==> src/rtl/vr_store_unit_if.sv <==
// Store request and data-memory write bundle for vr_store_unit.
// slave is the unit side; master is the execute/memory side.
interface vr_store_unit_if;
  logic        i_valid;
  logic        o_ready;
  logic [31:0] i_addr;
  logic [31:0] i_data;
  logic [2:0]  i_funct3;
  logic        o_mem_wen;
  logic        i_mem_ready;
  logic [31:0] o_mem_addr;
  logic [31:0] o_mem_wdata;
  logic [3:0]  o_mem_wmask;
  logic        o_done;
  logic        o_err;

  modport slave (
    input  i_valid, i_addr, i_data, i_funct3, i_mem_ready,
    output o_ready, o_mem_wen, o_mem_addr, o_mem_wdata,
    output o_mem_wmask, o_done, o_err
  );

  modport master (
    output i_valid, i_addr, i_data, i_funct3, i_mem_ready,
    input  o_ready, o_mem_wen, o_mem_addr, o_mem_wdata,
    input  o_mem_wmask, o_done, o_err
  );
endinterface

==> src/rtl/vr_store_unit.sv <==
// Store path: byte/half/word stores to word-aligned masked writes,
// splitting stores that straddle a word boundary into two writes.
module vr_store_unit (
  input logic        i_clk,
  input logic        i_rstn,
  vr_store_unit_if.slave bus
);
  typedef enum logic [2:0] {
    IDLE, WR0, WR1, DONE, ERR
  } state_t;

  state_t      state_q, state_d;
  logic [31:0] base_q, base_d;
  logic [63:0] shift_q, shift_d;
  logic [7:0]  mask_q, mask_d;

  logic        ready_q, ready_d;
  logic        wen_q, wen_d;
  logic        done_q, done_d;
  logic        err_q, err_d;
  logic [31:0] addr_q, addr_d;
  logic [31:0] wdata_q, wdata_d;
  logic [3:0]  wmask_q, wmask_d;

  logic [3:0]  size_mask;
  logic        legal;
  logic        accept;
  logic        hs;

  assign accept = bus.i_valid & ready_q;
  assign hs     = wen_q & bus.i_mem_ready;

  always_comb begin
    legal     = 1'b1;
    size_mask = 4'b0000;
    unique case (bus.i_funct3)
      3'h0:    size_mask = 4'b0001;
      3'h1:    size_mask = 4'b0011;
      3'h2:    size_mask = 4'b1111;
      default: legal     = 1'b0;
    endcase
  end

  always_comb begin
    state_d = state_q;
    base_d  = base_q;
    shift_d = shift_q;
    mask_d  = mask_q;
    unique case (state_q)
      IDLE: begin
        if (accept) begin
          base_d  = {bus.i_addr[31:2], 2'b00};
          shift_d = {32'b0, bus.i_data}
                    << {bus.i_addr[1:0], 3'b000};
          mask_d  = {4'b0, size_mask} << bus.i_addr[1:0];
          state_d = legal ? WR0 : ERR;
        end
      end
      WR0: begin
        if (hs)
          state_d = (|mask_q[7:4]) ? WR1 : DONE;
      end
      WR1: begin
        if (hs)
          state_d = DONE;
      end
      DONE:    state_d = IDLE;
      ERR:     state_d = IDLE;
      default: state_d = IDLE;
    endcase
  end

  // Outputs are registered decodes of the next state and fields.
  always_comb begin
    ready_d = (state_d == IDLE);
    wen_d   = (state_d == WR0) || (state_d == WR1);
    done_d  = (state_d == DONE) || (state_d == ERR);
    err_d   = (state_d == ERR);
    addr_d  = 32'b0;
    wdata_d = 32'b0;
    wmask_d = 4'b0;
    if (state_d == WR0) begin
      addr_d  = base_d;
      wdata_d = shift_d[31:0];
      wmask_d = mask_d[3:0];
    end else if (state_d == WR1) begin
      addr_d  = base_d + 32'd4;
      wdata_d = shift_d[63:32];
      wmask_d = mask_d[7:4];
    end
  end

  always_ff @(posedge i_clk) begin
    if (!i_rstn) begin
      state_q <= IDLE;
      base_q  <= '0;
      shift_q <= '0;
      mask_q  <= '0;
      ready_q <= 1'b0;
      wen_q   <= 1'b0;
      done_q  <= 1'b0;
      err_q   <= 1'b0;
      addr_q  <= '0;
      wdata_q <= '0;
      wmask_q <= '0;
    end else begin
      state_q <= state_d;
      base_q  <= base_d;
      shift_q <= shift_d;
      mask_q  <= mask_d;
      ready_q <= ready_d;
      wen_q   <= wen_d;
      done_q  <= done_d;
      err_q   <= err_d;
      addr_q  <= addr_d;
      wdata_q <= wdata_d;
      wmask_q <= wmask_d;
    end
  end

  assign bus.o_ready     = ready_q;
  assign bus.o_mem_wen   = wen_q;
  assign bus.o_done      = done_q;
  assign bus.o_err       = err_q;
  assign bus.o_mem_addr  = addr_q;
  assign bus.o_mem_wdata = wdata_q;
  assign bus.o_mem_wmask = wmask_q;
endmodule

==> src/flat_wrapper.sv <==
// flat-port wrapper written by rule: the top's interface ports become plain ports
module vr_store_unit_flat 
  (i_clk, i_rstn, bus_i_valid, bus_i_addr, bus_i_data, bus_i_funct3, bus_i_mem_ready, bus_o_ready, bus_o_mem_wen, bus_o_mem_addr, bus_o_mem_wdata, bus_o_mem_wmask, bus_o_done, bus_o_err);
  vr_store_unit_if bus_i ();
  input logic i_clk;
  input logic i_rstn;
  input wire logic [$bits(bus_i.i_valid)-1:0] bus_i_valid;
  input wire logic [$bits(bus_i.i_addr)-1:0] bus_i_addr;
  input wire logic [$bits(bus_i.i_data)-1:0] bus_i_data;
  input wire logic [$bits(bus_i.i_funct3)-1:0] bus_i_funct3;
  input wire logic [$bits(bus_i.i_mem_ready)-1:0] bus_i_mem_ready;
  output wire logic [$bits(bus_i.o_ready)-1:0] bus_o_ready;
  output wire logic [$bits(bus_i.o_mem_wen)-1:0] bus_o_mem_wen;
  output wire logic [$bits(bus_i.o_mem_addr)-1:0] bus_o_mem_addr;
  output wire logic [$bits(bus_i.o_mem_wdata)-1:0] bus_o_mem_wdata;
  output wire logic [$bits(bus_i.o_mem_wmask)-1:0] bus_o_mem_wmask;
  output wire logic [$bits(bus_i.o_done)-1:0] bus_o_done;
  output wire logic [$bits(bus_i.o_err)-1:0] bus_o_err;
  assign bus_i.i_valid = bus_i_valid;
  assign bus_i.i_addr = bus_i_addr;
  assign bus_i.i_data = bus_i_data;
  assign bus_i.i_funct3 = bus_i_funct3;
  assign bus_i.i_mem_ready = bus_i_mem_ready;
  assign bus_o_ready = bus_i.o_ready;
  assign bus_o_mem_wen = bus_i.o_mem_wen;
  assign bus_o_mem_addr = bus_i.o_mem_addr;
  assign bus_o_mem_wdata = bus_i.o_mem_wdata;
  assign bus_o_mem_wmask = bus_i.o_mem_wmask;
  assign bus_o_done = bus_i.o_done;
  assign bus_o_err = bus_i.o_err;
  vr_store_unit u_core (.i_clk(i_clk), .i_rstn(i_rstn), .bus(bus_i));
endmodule
==> config.mk <==
export PLATFORM = sky130hd
export DESIGN_NAME = vr_store_unit_flat
export DESIGN_NICKNAME = d
export VERILOG_FILES = /design/src/rtl/vr_store_unit_if.sv /design/src/rtl/vr_store_unit.sv /design/src/flat_wrapper.sv
export SDC_FILE = /design/constraint.sdc
export NUM_CORES = 1
export LEC_CHECK = 0
export CORE_ASPECT_RATIO = 1.5
export CORE_MARGIN = 3
export CORE_UTILIZATION = 57
export CTS_BUF_LIST = sky130_fd_sc_hd__clkbuf_16
export CTS_CLUSTER_DIAMETER = 100
export CTS_CLUSTER_SIZE = 14
export DETAILED_ROUTE_END_ITERATION = 6
export DONT_BUFFER_PORTS = 1
export PLACE_DENSITY = 0.83
export SLEW_MARGIN = 0
export SYNTH_ARGS = -nofsm -noshare
export SYNTH_HDL_FRONTEND = slang
export SYNTH_SLANG_ARGS = --single-unit
==> constraint.sdc <==
create_clock -name i_clk -period 2.83 [get_ports i_clk]
set_input_delay 0.283 -clock i_clk [delete_from_list [all_inputs] [get_ports i_clk]]
set_output_delay 0.283 -clock i_clk [all_outputs]
set_load 0.1 [all_outputs]
==> out/results.tsv <==
metric	value	unit
cts-root-buf	clkbuf_16	
top_layer	met4	
cts_buffers	17	
worstSetupEndpointType	flop	
path_buf_inv	1	
grt_first_pass_wirelength	31750	um
io_buffers	0	
die_y	147.5	um
power_leakage	0.003119	uW
outcome	completed	
setup_viol_count_final	0	
fin_worst_skew	0.01265	ns
synth_seq_area_share	47.09	%
fin_ws	0.09318	ns
layout_commonest_cell	dfxtp_1	
path_max_fanout	36	
power_frac_seq	49.4	%
wl_met2	10470	um
path_delay_family	compound AO/OA/AOI/OAI gates	
crit_type	flop to flop	
rsz0062_at_grt	yes	
switching_share	27.95	%
clkPwrFrac	41.1	%
cts.reportedPaths.clkPinSlew	0.07	ns
drc	0	
critPathArrivalTime	3.10	ns
min_from	i_rstn	
wl_met1	6758	um
antenna_found_initial	0	
dp_slack	0.09492	ns
async_flop_share	0	%
fin_crit	2.737	ns
pin_count	143	
holdPathEnd	u_core.shift_q[19]	
clock-sinks	179	
synth_edf_count	0	
die_w	100.3	um
place.gp.congestion	0.9037	
ant_nets	0	
r2r-start	u_core.state_q[1]	
layout.nets	864	
syn_to_final_growth	10.11	%
p_comb_share	9.5	%
drtPass1Iterations	5	
synth_area	0.007610	sq mm
switchingPower	1576	uW
grt_start_max_net_pins	94	
slowest_delay	0.84	ns
maxCapViolCount	0	
track_usage	27.18	%
grt_pass1_vias	6186	
start_util	58.46	%
viasPerCell	6.330	
fin_hold_ws	0.01542	ns
p_int	4065	uW
fillers	1055	
worst_pin_slew	1.048	ns
syn_avg_cell_area	9.395	sq um
hp-class	input pin to flop	
dp_hpwl	13560	um
worst-r2r-setup-slack	0.09	ns
layout-drive-gt1-share	9.814	%
worst_r2r_endpoint	u_core.bus.o_mem_wdata[7]	
peakVddDrop	0.4590	mV
relSlewSlack	30.02	%
hold_viol	0	
dieArea	0.01480	sq mm
core	0.01302	sq mm
reg2regPathDepth	5	
powerDensity	673.2	mW/mm^2
wl_met3	1827	um
ys_warn_count	0	
final_cell_mix	dfxtp_1, nand2_1, nor2_1	
startpoint_type	flop	
antenna_cells	0	
htreeDepth	4	
routed_wl	19960	um
num_rows	51	
grt_overflow	0	
yosys_most_used_dff	dfxtp_1	
synthDistinctLibCells	65	
cts_buffer_depth	2	
vias	6102	
required	3.19	ns
synth-seq-cells	179	
fin_crit_sh	96.71	%
maxSlewViolCount	0	
syn_inst	810	
fmax	365.4	MHz
path_cells	nand2b_1 > or3_1 > a311oi_4 > buf_4 > a22o_1	
wl_per_cell	20.71	um
dr.first_iter.drc_count	318	
clk_latency	0.43	ns
whs_path_depth	1	
cts_tree	built	
synth_fp_nets	882	
critPathSlowestCell	a311oi_4	
[power by group through the flow]
stage	logic (uW)	registers [uW]	clock network, uW
detailed placement	521	2850	0
global placement	505	2840	0
finish	536	2790	2320
floorplan	425	2850	0
global route	584	2800	2470
CTS	531	2790	2350
[how the worst max path moves through the flow]
stage	from	cells after the start	to	slack, ns
after floorplan	u_core.bus.o_mem_wen	8	u_core.bus.o_mem_wdata[30]	0.04
after global placement	u_core.state_q[0]	9	u_core.bus.o_mem_addr[24]	0.22
after detailed placement	u_core.state_q[1]	7	u_core.bus.o_mem_addr[21]	0.09
after CTS	u_core.state_q[1]	7	u_core.bus.o_mem_addr[21]	0.04
after global routing	u_core.state_q[0]	9	u_core.bus.o_mem_addr[18]	-0.19
final	u_core.state_q[1]	5	u_core.bus.o_mem_wdata[7]	0.09
[worst register-to-register path: stages (launching register included)]
cell and delay (ns):
dfxtp_1 0.44, nand2b_1 0.11, or3_1 0.45, a311oi_4 0.84, buf_4 0.53, a22o_1 0.29
[per-layer routing]
metal	global-route usage [%]	vias to the layer above
met3	7.224	57
met5	0	-
met4	13.55	0
met2	47.74	308
li1	-	2871
met1	29.68	2866
[timing repair]
item / CTS / global route
hold buffers: 1 / 0
setup endpoints to repair: 0 / 16
setup buffers: 0 / 3
hold endpoints to repair: 19 / 0
gates resized for setup: 0 / 4
[stage by stage]
step                      TNS (ns)  std cells  total power [uW]  utilization, %  instance area [sq um]
final                            0        964              5641           64.37                   8379
after detailed placement         0        928              3367           59.37                   7729
after global routing       -0.3286        964              5854           64.37                   8379
after global placement           0        928              3347           59.37                   7729
after floorplan                  0        810              3275               -                   7627
after CTS                        0        961              5672           63.99                   8329
[Yosys cell counts (9+ instances only)]
master	instances	area, sq um
a211oi_1	13	97.59
a21boi_1	34	255.2
a21oi_1	25	125.1
a22o_1	36	315.3
and2_1	11	68.82
and3_1	17	106.4
buf_1	9	33.78
buf_2	12	60.06
clkbuf_1	36	135.1
dfxtp_1	179	3583
inv_1	10	37.54
mux2_2	12	135.1
mux2i_1	43	430.4
nand2_1	86	322.8
nand3_1	39	195.2
nand4_1	15	93.84
nor2_1	48	180.2
nor2b_1	35	219.0
nor3_1	25	125.1
nor3b_1	11	82.58
o211a_1	9	90.09
o211ai_1	17	127.6
[layout make-up]
type	count	area (sq um)	area share, %
Sequential cell	179	3587	42.81
Clock buffer	17	425.4	5.077
Timing Repair Buffer	22	180.2	2.150
Clock inverter	15	165.2	1.971
Inverter	12	45.04	0.5376
Multi-Input combinational cell	560	3777	45.08
Tap cell	159	198.9	2.374
[sequential cells by signal, indices dropped and copies added, names as in the netlist]
register / count
u_core.bus.o_mem_wen: 1
u_core.bus.o_ready: 1
u_core.base_q: 32
u_core.bus.o_done: 1
u_core.bus.o_mem_wmask: 4
u_core.bus.o_err: 1
u_core.shift_q: 64
u_core.state_q: 3
u_core.mask_q: 8
u_core.bus.o_mem_addr: 32
u_core.bus.o_mem_wdata: 32
[logic make-up after synthesis]
| kind of cell | Yosys count | share of synthesized area [%] |
|---|---|---|
| buffers and inverters | 71 | 3.847 |
| and+or+nand+nor | 307 | 20.68 |
| adders and majority gates | 1 | 0.1644 |
| AOI/OAI and AO/OA | 183 | 19.17 |
| DFF | 179 | 47.09 |
| xor gates and xnor gates | 14 | 1.611 |
| muxes | 55 | 7.432 |
(Power assumes the default switching activity.)
